**src/rtl/i2c_mon_pkg.sv**
```systemverilog
// i2c_mon_pkg: shared event types, decoder states and timestamp width for the I2C bus monitor
package i2c_mon_pkg;
   localparam int TS_W = 16;
   typedef enum logic [1:0] {EVT_START, EVT_RSTART, EVT_STOP, EVT_BYTE} evt_type_e;
   typedef enum logic [1:0] {ST_IDLE, ST_DATA, ST_ACK} chan_state_e;
   typedef struct packed {
      logic [3:0]      ch;
      evt_type_e       evt_type;
      logic [7:0]      data;
      logic            ack;
      logic            addr;
      logic [TS_W-1:0] ts;
   } evt_rec_t;
endpackage

```
**src/rtl/i2c_mon_chan.sv**
```systemverilog
// i2c_mon_chan: per-bus synchroniser, START/STOP/byte decoder and one-entry holding register
module i2c_mon_chan
   import i2c_mon_pkg::*;
#(
   parameter int SYNC_STAGES = 2
) (
   input  logic            clk,
   input  logic            rst,
   input  logic            sda,
   input  logic            scl,
   input  logic [3:0]      ch,
   input  logic [TS_W-1:0] ts,
   input  logic            grant,
   output logic            hold_valid,
   output evt_rec_t        hold_rec,
   output logic            busy,
   output logic            drop
);
   logic [SYNC_STAGES-1:0] sda_s, scl_s;
   logic sda_p, scl_p, sda_c, scl_c, start, stop, rise, byte_done, new_evt, addr_f;
   logic [3:0] cnt;
   logic [7:0] sr;
   chan_state_e state, state_n;
   evt_rec_t new_rec;

   assign sda_c = sda_s[SYNC_STAGES-1];
   assign scl_c = scl_s[SYNC_STAGES-1];

   // lines reset high so a released reset never looks like a START
   always_ff @(posedge clk)
      if (rst) begin
         sda_s <= '1;
         scl_s <= '1;
         sda_p <= 1'b1;
         scl_p <= 1'b1;
      end else begin
         sda_s <= {sda_s[SYNC_STAGES-2:0], sda};
         scl_s <= {scl_s[SYNC_STAGES-2:0], scl};
         sda_p <= sda_c;
         scl_p <= scl_c;
      end

   always_ff @(posedge clk) state <= rst ? ST_IDLE : state_n;

   always_comb begin
      start     = scl_c & scl_p & sda_p & ~sda_c;
      stop      = scl_c & scl_p & ~sda_p & sda_c;
      rise      = scl_c & ~scl_p;
      busy      = state != ST_IDLE;
      byte_done = rise & (state == ST_ACK);
      new_evt   = start | stop | byte_done;
      drop      = new_evt & hold_valid & ~grant;
      state_n   = stop ? ST_IDLE : start ? ST_DATA : !rise ? state :
                  (state == ST_ACK) ? ST_DATA :
                  (state == ST_DATA && cnt == 4'd7) ? ST_ACK : state;
      new_rec.ch       = ch;
      new_rec.evt_type = stop ? EVT_STOP : start ? (busy ? EVT_RSTART : EVT_START) : EVT_BYTE;
      new_rec.data     = byte_done ? sr : 8'h00;
      new_rec.ack      = byte_done & ~sda_c;
      new_rec.addr     = byte_done & addr_f;
      new_rec.ts       = ts;
   end

   always_ff @(posedge clk)
      if (rst) begin
         cnt        <= '0;
         sr         <= '0;
         addr_f     <= 1'b0;
         hold_valid <= 1'b0;
         hold_rec   <= '0;
      end else begin
         if (start || stop) begin
            cnt    <= '0;
            addr_f <= start;
         end else if (rise && state == ST_DATA) begin
            sr  <= {sr[6:0], sda_c};
            cnt <= cnt + 4'd1;
         end else if (byte_done) begin
            cnt    <= '0;
            addr_f <= 1'b0;
         end
         if (new_evt && (!hold_valid || grant)) begin
            hold_valid <= 1'b1;
            hold_rec   <= new_rec;
         end else if (grant)
            hold_valid <= 1'b0;
      end
endmodule

```
**src/rtl/i2c_bus_monitor.sv**
```systemverilog
// i2c_bus_monitor: multi-channel passive I2C event monitor with round-robin arbiter and event FIFO.
// Define I2C_MON_TIMESTAMP_EN to stamp each record with a 16-bit free-running cycle count.
module i2c_bus_monitor
   import i2c_mon_pkg::*;
#(
   parameter int NUM_CH      = 4,
   parameter int FIFO_DEPTH  = 16,
   parameter int SYNC_STAGES = 2
) (
   input  logic                                        pclk_i,
   input  logic                                        preset_i,
   input  logic [NUM_CH-1:0]                           sda_i,
   input  logic [NUM_CH-1:0]                           scl_i,
   output logic                                        evt_valid_o,
   input  logic                                        evt_ready_i,
   output logic [(NUM_CH > 1 ? $clog2(NUM_CH) : 1)-1:0] evt_ch_o,
   output logic [1:0]                                  evt_type_o,
   output logic [7:0]                                  evt_data_o,
   output logic                                        evt_ack_o,
   output logic                                        evt_addr_o,
   output logic [15:0]                                 evt_ts_o,
   output logic [NUM_CH-1:0]                           busy_o,
   output logic [7:0]                                  drop_cnt_o
);
   localparam int CW = NUM_CH > 1 ? $clog2(NUM_CH) : 1;
   localparam int AW = $clog2(FIFO_DEPTH);
   logic [TS_W-1:0] ts;
   logic [NUM_CH-1:0] hold_valid, grant, drop;
   evt_rec_t hold_rec [NUM_CH];
   evt_rec_t mem [FIFO_DEPTH];
   logic [AW:0] wp, rp;
   logic [AW-1:0] ra;
   logic [CW-1:0] ptr, win;
   logic found, push, pop, full, empty;

`ifdef I2C_MON_TIMESTAMP_EN
   always_ff @(posedge pclk_i) ts <= preset_i ? '0 : ts + 16'd1;
   assign evt_ts_o = evt_valid_o ? mem[ra].ts : '0;
`else
   assign ts       = '0;
   assign evt_ts_o = '0;
`endif

   for (genvar c = 0; c < NUM_CH; c++) begin : g_ch
      i2c_mon_chan #(.SYNC_STAGES(SYNC_STAGES)) u_chan (
         .clk(pclk_i), .rst(preset_i), .sda(sda_i[c]), .scl(scl_i[c]), .ch(4'(c)), .ts(ts),
         .grant(grant[c]), .hold_valid(hold_valid[c]), .hold_rec(hold_rec[c]),
         .busy(busy_o[c]), .drop(drop[c])
      );
   end

   // first pending channel at or after the priority pointer wins
   always_comb begin
      found = 1'b0;
      win   = '0;
      for (int k = 0; k < NUM_CH; k++)
         if (!found && hold_valid[(int'(ptr) + k) % NUM_CH]) begin
            found = 1'b1;
            win   = CW'((int'(ptr) + k) % NUM_CH);
         end
      pop   = evt_valid_o & evt_ready_i;
      push  = found & (!full | pop);
      grant = push ? NUM_CH'(1) << win : '0;
   end

   assign ra          = rp[AW-1:0];
   assign empty       = wp == rp;
   assign full        = (wp[AW] != rp[AW]) && (wp[AW-1:0] == rp[AW-1:0]);
   assign evt_valid_o = !empty;
   assign evt_ch_o    = evt_valid_o ? mem[ra].ch[CW-1:0] : '0;
   assign evt_type_o  = evt_valid_o ? mem[ra].evt_type : EVT_START;
   assign evt_data_o  = evt_valid_o ? mem[ra].data : 8'h00;
   assign evt_ack_o   = evt_valid_o & mem[ra].ack;
   assign evt_addr_o  = evt_valid_o & mem[ra].addr;

   always_ff @(posedge pclk_i)
      if (preset_i) begin
         wp  <= '0;
         rp  <= '0;
         ptr <= '0;
      end else begin
         if (push) begin
            wp  <= wp + 1'b1;
            ptr <= (int'(win) == NUM_CH - 1) ? '0 : win + 1'b1;
         end
         if (pop) rp <= rp + 1'b1;
      end

   always_ff @(posedge pclk_i) if (push) mem[wp[AW-1:0]] <= hold_rec[win];

   always_ff @(posedge pclk_i)
      drop_cnt_o <= preset_i ? '0 : (int'(drop_cnt_o) + $countones(drop) > 255) ? 8'hFF
                               : drop_cnt_o + 8'($countones(drop));
endmodule

```
**config.mk**
```make
export PLATFORM = sky130hd
export DESIGN_NAME = i2c_bus_monitor
export DESIGN_NICKNAME = d
export VERILOG_FILES = /design/src/rtl/i2c_mon_pkg.sv /design/src/rtl/i2c_mon_chan.sv /design/src/rtl/i2c_bus_monitor.sv
export SDC_FILE = /design/constraint.sdc
export NUM_CORES = 1
export LEC_CHECK = 0
export BUFFER_PORTS_ARGS = -buffer_cell sky130_fd_sc_hd__buf_2
export CAP_MARGIN = 20
export CORE_MARGIN = 1
export CORE_UTILIZATION = 45
export DETAILED_ROUTE_END_ITERATION = 10
export SYNTH_ARGS = -nofsm -noshare
export SYNTH_HDL_FRONTEND = slang
export SYNTH_SLANG_ARGS = --single-unit
```
**constraint.sdc**
```tcl
create_clock -name pclk_i -period 9.29 [get_ports pclk_i]
set_input_delay 0.4645 -clock pclk_i [delete_from_list [all_inputs] [get_ports pclk_i]]
set_output_delay 0.4645 -clock pclk_i [all_outputs]
set_load 0.05 [all_outputs]
```
**Yosys cells after proc, flatten, opt, wreduce, memory -nomap -nowiden**

Memory sizes are Yosys's and may differ from the RTL's. A register that Yosys moved wholly into a read port is not among the register bits.
Cells that the tools add are included.
Widths: inputs -> output; s select.

- Memory bits (writable): 512
- Input bits: 11
- Word-level logic and storage cells: 371
- Memories kept: 1
- Output and inout bits: 43
- Register bits: 159

Memory list:

| memory | words | bits a word | read ports | clocked after memory_dff | wr ports | line | source |
|---|---|---|---|---|---|---|---|
| mem | 16 | 32 | 1 | 1 | 1 | i2c_bus_monitor.sv:30 | `evt_rec_t mem [FIFO_DEPTH];` |

- Equality and inequality tests: 20
- Shift operators: 1
- Bitwise logic cells: 81
- Order comparisons: 6
- Reductions and logical operators: 92
- Muxes and demuxes: 92
- $add $sub $neg: 15

Operators by type and width:

| operator | count |
|---|---|
| $bmux 32 s2 | 1 |
| $mux 32 | 2 |
| $and 1x1->1 | 48 |
| $mux 8 | 6 |
| $reduce_bool 2->1 | 24 |
| $mux 2 | 23 |
| $mux 1 | 45 |
| $mux 4 | 11 |
| $add 9x32->32 | 1 |
| $gt 32x9->1 const B | 1 |
| $reduce_and 2->1 | 16 |
| $reduce_or 2->1 | 11 |
| $not 1->1 | 20 |
| $add 4x1->4 const B | 4 |
| $eq 4x3->1 const B | 4 |
| $logic_and 1x1->1 | 16 |
| $lt 3x4->1 const B | 3 |
| $reduce_bool 3->1 | 4 |
| $reduce_or 3->1 | 4 |
| $add 5x1->5 const B | 2 |
| $eq 2x1->1 const B | 5 |
| $logic_not 1->1 | 9 |
| $or 1x1->1 | 9 |
| $add 8x3->8 | 1 |
| 16 further kinds | 37 |

**Depth between registers and ports, before layout**

Gate-level depths: netlist of the first run.

- Depth in word-level cells: 23
- Depth in mapped cells: 18
- Gate-level depth less buffers: 16

**Hierarchy**

From an unflattened synthesis of the first run, not the netlist that was laid out.

- Cells, all modules: 1629
- Area total of the unflattened synthesis: 19636.3 um2

By module, submodules not included:

| module | cells an instance | instances | area each (um2) |
|---|---|---|---|
| i2c_bus_monitor | 573 | 1 | 10392.5 |
| i2c_mon_chan | 264 | 4 | 2311.0 |

**Worst setup path before layout of the first run**

No wires, ideal clock.

- Kind: register to register
- Start: register g_ch[3].u_chan.hold_valid
- End: register drop_cnt_o[7]
- Clock period less this slack: 4.000 ns
- Setup time: 0.078 ns
- Cell stages (with the launch flop): 18
- Path slack: 5.290 ns
- Data arrival time: 3.922 ns
- Cells stage by stage: dfxtp_1 -> nand2b_1 -> a211oi_2 -> nor2_2 -> clkbuf_1 -> ha_1 -> a21boi_0 -> or3_1 -> fa_1 -> inv_1 -> ha_1 -> ha_1 -> ha_1 -> a21o_1 -> a21oi_1 -> nor2_1 -> and3_1 -> nor3_1

- Word-level cells in the longest chain between the ends: 21
- Elaborated cells on any way between the ends: 44
- Classes of those cells: 5 x add/sub; 1 x order compare; 1 x shift; 21 x mux; 10 x bitwise; 6 x reduce/logical

Ends and longest elaborated chain:

| item | line | source |
|---|---|---|
| from (decl) | i2c_mon_chan.sv:14 | `output logic hold_valid,` |
| from (signal assigned) | i2c_mon_chan.sv:69 | `hold_valid <= 1'b0;` |
| from (signal assigned) | i2c_mon_chan.sv:83 | `hold_valid <= 1'b1;` |
| from (signal assigned) | i2c_mon_chan.sv:86 | `hold_valid <= 1'b0;` |
| $bmux 1 s2 | i2c_bus_monitor.sv:57 | `if (!found && hold_valid[(int'(ptr) + k) % NUM_CH]) begin` |
| $mux 1 (not written as such) | i2c_bus_monitor.sv:57 |  |
| $mux 1 | i2c_bus_monitor.sv:57 |  |
| $logic_not 1->1 | i2c_bus_monitor.sv:57 |  |
| $logic_and 1x1->1 | i2c_bus_monitor.sv:57 |  |
| $mux 1 | i2c_bus_monitor.sv:57 |  |
| $logic_not 1->1 | i2c_bus_monitor.sv:57 |  |
| $logic_and 1x1->1 | i2c_bus_monitor.sv:57 |  |
| (+5 left out) | -- |  |
| $mux 4 | i2c_bus_monitor.sv:63 | `grant = push ? NUM_CH'(1) << win : '0;` |
| $not 1->1 | i2c_mon_chan.sv:52 | `drop = new_evt & hold_valid & ~grant;` |
| $and 1x1->1 | i2c_mon_chan.sv:52 |  |
| $add 1x1->2 (not written as such) | i2c_bus_monitor.sv:92, i2c_bus_monitor.sv:93 |  |
| $add 2x2->3 (not written as such) * | i2c_bus_monitor.sv:92, i2c_bus_monitor.sv:93 |  |
| $add 9x32->32 | i2c_bus_monitor.sv:92 | `drop_cnt_o <= preset_i ? '0 : (int'(drop_cnt_o) + $countones(drop) > 255) ? 8'hFF` |
| $gt 32x9->1 | i2c_bus_monitor.sv:92 |  |
| $mux 8 * | i2c_bus_monitor.sv:92 |  |
| to (signal assigned) | i2c_bus_monitor.sv:92 |  |
| to (decl) | i2c_bus_monitor.sv:23 | `output logic [7:0] drop_cnt_o` |

Every way passes the cells marked *; elsewhere a longest branch is shown, timed or not. The select of a mux whose other input is x is not followed.
A chain may end at the register's enable or synchronous reset.

**Worst setup path after layout of the first run**

- Start: register g_ch[1].u_chan.hold_valid
- End: register drop_cnt_o[2]

- Word-level cells in the longest chain between the ends: 21
- Elaborated cells on any way between the ends: 44
- Classes of those cells: 5 x add/sub; 1 x order compare; 1 x shift; 21 x mux; 10 x bitwise; 6 x reduce/logical

Ends and longest elaborated chain:

| item | line |
|---|---|
| from (decl) | i2c_mon_chan.sv:14 |
| from (signal assigned) | i2c_mon_chan.sv:69 |
| from (signal assigned) | i2c_mon_chan.sv:83 |
| from (signal assigned) | i2c_mon_chan.sv:86 |
| $bmux 1 s2 | i2c_bus_monitor.sv:57 |
| $mux 1 (not written as such) | i2c_bus_monitor.sv:57 |
| $mux 1 | i2c_bus_monitor.sv:57 |
| $logic_not 1->1 | i2c_bus_monitor.sv:57 |
| $logic_and 1x1->1 | i2c_bus_monitor.sv:57 |
| $mux 1 | i2c_bus_monitor.sv:57 |
| $logic_not 1->1 | i2c_bus_monitor.sv:57 |
| $logic_and 1x1->1 | i2c_bus_monitor.sv:57 |
| (+5 left out) | -- |
| $mux 4 | i2c_bus_monitor.sv:63 |
| $not 1->1 | i2c_mon_chan.sv:52 |
| $and 1x1->1 | i2c_mon_chan.sv:52 |
| $add 1x1->2 (not written as such) | i2c_bus_monitor.sv:92, i2c_bus_monitor.sv:93 |
| $add 2x2->3 (not written as such) * | i2c_bus_monitor.sv:92, i2c_bus_monitor.sv:93 |
| $add 9x32->32 | i2c_bus_monitor.sv:92 |
| $gt 32x9->1 | i2c_bus_monitor.sv:92 |
| $mux 8 * | i2c_bus_monitor.sv:92 |

Marks and branches as above.

==> results_dict.tcl, run 1 <==
set metrics [dict create \
    via_per_inst 5.525 \
    syn_avg_cell_area_sq_um 13.81 \
    cts_resized 0 \
    power.density_nw_per_um2 244.4 \
    routed.top_layer "met4" \
    pwr-share-seq 0.445 \
    required_ps 9670 \
    synth-async-reset-ratio 0 \
    finalSetupViolations 0 \
    synth_seq_cells 387 \
    cts_num_sinks 387 \
    seq_area_frac_synth 0.6374 \
    power.internal_uw 3154 \
    cp_slowest_stage_delay_ps 610 \
    rsz0062_at_grt "false" \
    worstPathArrival_ps 4860 \
    drc_errors 0 \
    fmax_mhz 223.2 \
    clkTransAtPathRegs_ps 60 \
    grt_overflow 0 \
    p_sw_frac 0.2708 \
    grt_pass1_wl_mm 51.75 \
    dieHeight_microns 188.6 \
    ys_types 64 \
    grt_pass1_vias 8999 \
    worstSetupEndpointType "register" \
    portBuffers 37 \
    crit_type "register to register" \
    worstPathMaxFanout 13 \
    dr_wl_met2_mm 16.41 \
    clk_latency_ps 540 \
    post_cts_buffers 0 \
    cts_max_level 2 \
    skew_ps 21.43 \
    grt_max_degree 73 \
    drt-wirelength-per-cell_microns 19.98 \
    total_power_uw 4324 \
    hpwlAfterDp_mm 20.13 \
    die_w_microns 188.6 \
    synth-main-ff-cell "edfxtp_1" \
    vias 9171 \
    cts-root-buf "clkbuf_16" \
    synth_edf_count 224 \
    clockBufferDepth 3 \
    clkPwrFrac 0.375 \
    combPwrFrac 0.180 \
    holdBufCountCts 0 \
    ir_drop_mv 0.1432 \
    io_pins 54 \
    leakage_uw 0.006078 \
    n_antenna_cell 0 \
    drt-met1-wl_mm 14.80 \
    start_util 0.4628 \
    fin_util 0.5225 \
    critPathSlowestCell "a222oi_1" \
    drive_gt1_frac 0.1988 \
    cp-start-kind "register" \
    drt_pre_antenna_iters 5 \
    fp.dieArea_sq_um 35580 \
    cts_buffers 40 \
    routed-wl-met3_mm 1.270 \
    syn_to_final_growth_pct 12.90 \
    core_area_sq_um 33870 \
    power.switching_uw 1171 \
    netlist_instances 1135 \
    finalCriticalPeriod_ps 4481 \
    antenna_found_initial 0 \
    netlist_area_sq_um 15670 \
    tightest_slew_ps 1130 \
    slew_headroom 0.2467 \
    status "finished, final reports clean" \
    post-route-period-util 0.4823 \
    yosysWarnings 0 \
    cts_tree "yes" \
    setup_tns_ps 0 \
    hp-class "primary input to register" \
    place_congestion 0.7948 \
    finalHoldViolCount 0 \
    max_cap_viol_count 0 \
    wl_mm 33.18 \
    nets 1208 \
    postRouteAntennaNets 0 \
    drtIter0Drc 536 \
    track_usage 0.1893 \
    crit_chain "mux2i_1 > a222oi_1 > a211o_1 > o21ai_2 > or2_2 > fa_1 > inv_1 > ha_1 > ha_1 > fa_1 > a21oi_1 > nor3b_1 > nand3_1 > a21oi_1" \
    drv_slew 0 \
    rows 67 \
]
==> sequential cells by signal (all words and copies together) (netlist names), named ones only <==
register / count
g_ch.u_chan.sr: 32
g_ch.u_chan.hold_valid: 4
rp: 5
g_ch.u_chan.cnt: 16
g_ch.u_chan.addr_f: 4
wp: 5
drop_cnt_o: 8
g_ch.u_chan.sda_p: 4
g_ch.u_chan.hold_rec: 51
g_ch.u_chan.scl_s: 8
g_ch.u_chan.state: 8
g_ch.u_chan.scl_p: 4
g_ch.u_chan.sda_s: 8
ptr: 2
mem: 224
==> area by class of cell <==
cell class,instances,area (sq um)
inverters,33,123.9
fillers,2887,16170
multi-input cells,651,5230
repair buffers,67,432.9
flip-flops and latches,387,9995
clock inverters,21,241.5
well taps,448,560.5
clock buffers,53,1111
==> critical path, delay by kind of cell (launching register included) <==
kind | cells | cell delay (ps)
AO/OA/AOI/OAI | 5 | 1380
adder cells (fa/ha/maj) | 4 | 1490
buffers and inverters | 1 | 50
flip-flops | 1 | 500
multiplexers | 1 | 210
AND/OR/NAND/NOR | 3 | 690
==> power groups by stage <==
| stage | clock (uW) | sequential (uW) | combinational (uW) |
|---|---|---|---|
| 3_3_place_gp | 0 | 1960 | 758 |
| 5_1_grt | 1720 | 1930 | 834 |
| 3_5_place_dp | 0 | 1960 | 771 |
| 6_report | 1620 | 1930 | 777 |
| 4_1_cts | 1660 | 1930 | 772 |
| 2_1_floorplan | 0 | 1940 | 609 |
==> cell usage after synthesis, types with 15 or more instances <==
master,instances,area [sq um]
edfxtp_1,224,6726
dfxtp_1,163,3263
nand2_1,94,352.8
a21oi_1,82,410.4
nor2_1,72,270.3
mux4_2,70,1577
clkbuf_1,33,123.9
inv_1,33,123.9
nor2b_1,32,200.2
mux2i_1,30,300.3
a211oi_1,27,202.7
a32o_1,27,270.3
or2_2,26,162.7
buf_4,22,165.2
and3_1,16,100.1
buf_2,16,80.08
nand3_1,16,80.08
ha_1,15,187.7
==> cells in the final DEF (no fill, tap or decap), types with 15 or more instances in the layout <==
| master | instances |
|---|---|
| a21oi_1 | 82 |
| clkbuf_16 | 41 |
| or2_2 | 26 |
| nand3_1 | 16 |
| nor2_1 | 72 |
| a32o_1 | 27 |
| conb_1 | 16 |
| and3_1 | 16 |
| mux2i_1 | 30 |
| mux4_2 | 70 |
| nor2b_1 | 32 |
| buf_2 | 36 |
| buf_4 | 30 |
| nand2_1 | 94 |
| a211oi_1 | 27 |
| dfxtp_1 | 161 |
| ha_1 | 15 |
| inv_1 | 33 |
| edfxtp_1 | 224 |
==> routing by layer <==
layer	global-route usage	up-vias
met2	0.3177	180
met3	0.02812	50
met5	0	-
met1	0.2549	4598
met4	0.05521	0
li1	-	4343
==> worst paths after layout <==
kind / to / slack (ps) / startpoint / cells after the start
worst max register to register: drop_cnt_o[2] / 4810 / g_ch[1].u_chan.hold_valid / 14
worst min-delay path: g_ch[1].u_chan.scl_s[0] / 110 / scl_i[1] / 2
worst min register to register: g_ch[1].u_chan.scl_s[1] / 400 / g_ch[1].u_chan.scl_s[0] / 1
worst max-delay path: drop_cnt_o[2] / 4810 / g_ch[1].u_chan.hold_valid / 14
==> stage by stage <==
stage | setup WS, ps | hold WS (ps) | instances | instance area (sq um)
floorplan | 5290 | 389.5 | 1150 | 15730
global placement | 4967 | 391.8 | 1576 | 16250
detailed placement | 4862 | 393.3 | 1581 | 16280
CTS | 4836 | 94.00 | 1655 | 17640
global route | 4477 | 102.4 | 1660 | 17690
finish | 4809 | 111.0 | 1660 | 17690
==> logic make-up after synthesis <==
kind of cell               count (synthesis)  synth area share
and+or+nand+nor                          306           0.09828
buffers and inverters                    112           0.03433
other                                      1         0.0002393
xor gates and xnor gates                  17          0.009501
muxes                                    100            0.1198
adders and majority gates                 17           0.01453
DFF                                      387            0.6374
AOI/OAI and AO/OA                        195           0.08598
Note: power is estimated with default switching activity, not from simulation.
==> run 2, diff against run 1 <==
Settings changed: ABC_AREA set to 1.
Clock period 9.29 ns to 4.38 ns, I/O delays scaled along.
==> run 2 against run 1 <==
Combinational power increased to 5.8 times the previous value; global-route usage increased by 1.5 points; non-clock buffer count increased by 27; power increased to 3.0 times the previous value; fmax increased by 13%; worst setup slack worse by 4400 ps; clock-buffer cell count is 12 higher; register-to-register slack got worse by 4400 ps; largest power group unchanged; clock power grew 110%; routed wire length increased by 12%; sequential power grew to 2.6 times the previous value; sequential share of layout area fell by 1.8 points.
==> results_dict.tcl, run 2 <==
set metrics [dict create \
    finalCriticalPeriod_ps 3967 \
    hpwlAfterDp_mm 23.26 \
    power.density_nw_per_um2 710.0 \
    yosysWarnings 0 \
    core_area_sq_um 35480 \
    placed_area_sq_um 16850 \
    cts_num_sinks 387 \
    io_pins 54 \
    drv_slew 0 \
    cts-root-buf "clkbuf_16" \
    cp-start-kind "register" \
    yosys.area_share.simple 0.1245 \
    slew_headroom 0.3107 \
    status "finished, final reports clean" \
    skew_ps 15.88 \
    synth_adder_area_share 0.01406 \
    finalHoldViolCount 0 \
    synth_seq_cells 387 \
    power.switching_uw 4823 \
    critPathSlowestCell "fa_1" \
    postLayoutCellArea_sq_um 18270 \
    start_util 0.4565 \
    synth_mux_area_frac 0.03461 \
    syn_avg_cell_area_sq_um 10.28 \
    n_antenna_cell 0 \
    critPathTopFamily "adder cells" \
    ys_types 43 \
    leakage_uw 0.006944 \
    dieHeight_microns 191.7 \
    synth_area_leaders "edfxtp_1 42%, dfxtp_1 20%, o21ai_0 4.4%" \
    worstSetupEndpointType "register" \
    fmax_mhz 252.1 \
    grt_overflow 0 \
    finalSetupViolations 0 \
    worstPathMaxFanout 12 \
    grt_max_degree 65 \
    drive_gt1_frac 0.1232 \
    worstPathArrival_ps 4390 \
    layout_common_cells "224 x edfxtp_1, 160 x dfxtp_1, 153 x inv_1" \
    nets 1654 \
    post_cts_buffers 0 \
    antenna_found_initial 0 \
    grt_pass1_vias 10503 \
    synthXorXnorAreaFrac 0.003244 \
    ir_drop_mv 0.7224 \
    synth-main-ff-cell "edfxtp_1" \
    crit_buf_inv 8 \
    seq_area_frac_synth 0.6167 \
    netlist_area_sq_um 16200 \
    place_congestion 0.8258 \
    synth_compound_area_frac 0.1363 \
    max_cap_viol_count 0 \
    drc_errors 0 \
    synth_top_area_share 0.4153 \
    synth_most_common_cell "edfxtp_1" \
    largest_reg_flops 224 \
    rows 69 \
    wl_mm 37.04 \
    p_sw_frac 0.3718 \
    portBuffers 37 \
    pwr-share-seq 0.394 \
    post-route-period-util 0.9056 \
    clockBufferDepth 3 \
    final_common_cell "edfxtp_1" \
    drt_pre_antenna_iters 5 \
    total_power_uw 12970 \
    drt-wirelength-per-cell_microns 17.49 \
    combPwrFrac 0.348 \
    rsz0062_at_grt "false" \
    netlist_instances 1576 \
    clkTransAtPathRegs_ps 60 \
    track_usage 0.2045 \
    grt_pass1_wl_mm 57.50 \
    clk_latency_ps 530 \
    fp.dieArea_sq_um 36760 \
    crit_top_cell "inv_1" \
    drtIter0Drc 846 \
    cp_slowest_stage_delay_ps 500 \
    clkPwrFrac 0.258 \
    rrSetupSlack_ps 410 \
    cts_max_level 2 \
    vias 11154 \
    power.internal_uw 8150 \
    crit_type "register to register" \
    synth-async-reset-ratio 0 \
    hp-class "primary input to register" \
    required_ps 4800 \
    cts_tree "yes" \
    synth_top_family_by_area "compound AO/OA/AOI/OAI gates" \
    synth_top_cell_by_area "edfxtp_1" \
    setup_tns_ps 0 \
    syn_to_final_growth_pct 12.80 \
    via_per_inst 5.269 \
    postRouteAntennaNets 0 \
    die_w_microns 191.7 \
    yosys-top-cells-count "224 x edfxtp_1, 163 x dfxtp_1, 155 x inv_1" \
    cts_buffers 41 \
    synth_edf_count 224 \
    tightest_slew_ps 1030 \
]
[run 2: changes by cell type after synthesis, sizes merged, moves of 48 or more]
cell | before | now
a21oi | 83 | 131
inv | 33 | 161
mux4 | 70 | 0
nand3 | 16 | 123
nor2 | 73 | 155
o211ai | 4 | 59
o21ai | 14 | 175
[run 2: worst register-to-register path: stages (launching register included)]
cell	delay (ps)
dfxtp_4	410
inv_2	90
nand2_1	100
nand3_1	100
nand2_1	110
inv_1	80
nand3_1	80
nand2_1	80
nand2_4	110
inv_2	50
ha_1	180
inv_1	60
o21ai_2	70
inv_1	90
nand2_1	70
fa_1	500
inv_1	50
ha_1	180
ha_1	320
fa_2	410
a21oi_4	160
nor3_2	60
nand2_1	90
nor2_2	60
inv_1	80
o21ai_0	80
o21ai_0	140
inv_1	50
[run 2: cell families (layout without fill, tap and decap cells)]
kind of cell               count (synthesis)  in the layout
and+or+nand+nor                          454            454
AOI/OAI and AO/OA                        392            392
DFF                                      387            387
buffers and inverters                    263            328
muxes                                     56             56
adders and majority gates                 17             17
xor gates and xnor gates                   6              6
other                                      1             16
[run 2: area by class of cell]
type	count	area, sq um
multi-input combinational	941	5152
clock buffer	65	1205
timing repair buffer	94	645.6
fill	3196	17210
inverter	161	606.8
tap	461	576.8
clock inverter	8	86.33
sequential	387	9998
[run 2: metrics by stage]
stage	cells	hold WS, ps	util	setup WS [ps]
after floorplan	1591	322.8	-	359.2
after global routing	2117	205.2	0.5149	31.67
after global placement	2034	391.0	0.4750	61.86
after detailed placement	2034	393.7	0.4750	28.62
after CTS	2115	149.8	0.5137	11.17
final	2117	177.0	0.5149	413.5
[run 2: repair_timing]
action,CTS,global route
setup endpoints to repair,0,8
resized for setup,0,8
hold endpoints to repair,8,0
hold buffers,8,0
[run 2: path summary, 6_finish.rpt]
path                             endpoint                    start  cells past startpoint
setup / recovery            drop_cnt_o[3]                   ptr[0]                     27
hold / removal                   register              evt_ready_i                      4
setup reg to reg            drop_cnt_o[3]                   ptr[0]                     27
hold reg to reg   g_ch[1].u_chan.sda_s[1]  g_ch[1].u_chan.sda_s[0]                      1
[run 2: power groups by stage]
stage | Clock (uW) | Sequential [uW] | Combinational, uW
after floorplan | 0 | 5090 | 3110
after global placement | 0 | 5180 | 4440
after detailed placement | 0 | 5190 | 4490
after CTS | 3410 | 5110 | 4510
after global routing | 3550 | 5140 | 4960
final | 3350 | 5110 | 4520
[run 2: metal layers]
| layer | track usage | share of wire |
|---|---|---|
| met1 | 0.2767 | 0.47 |
| met2 | 0.3392 | 0.47 |
| met3 | 0.03399 | 0.041 |
| met4 | 0.05372 | 0.018 |
| met5 | 0 | 0 |
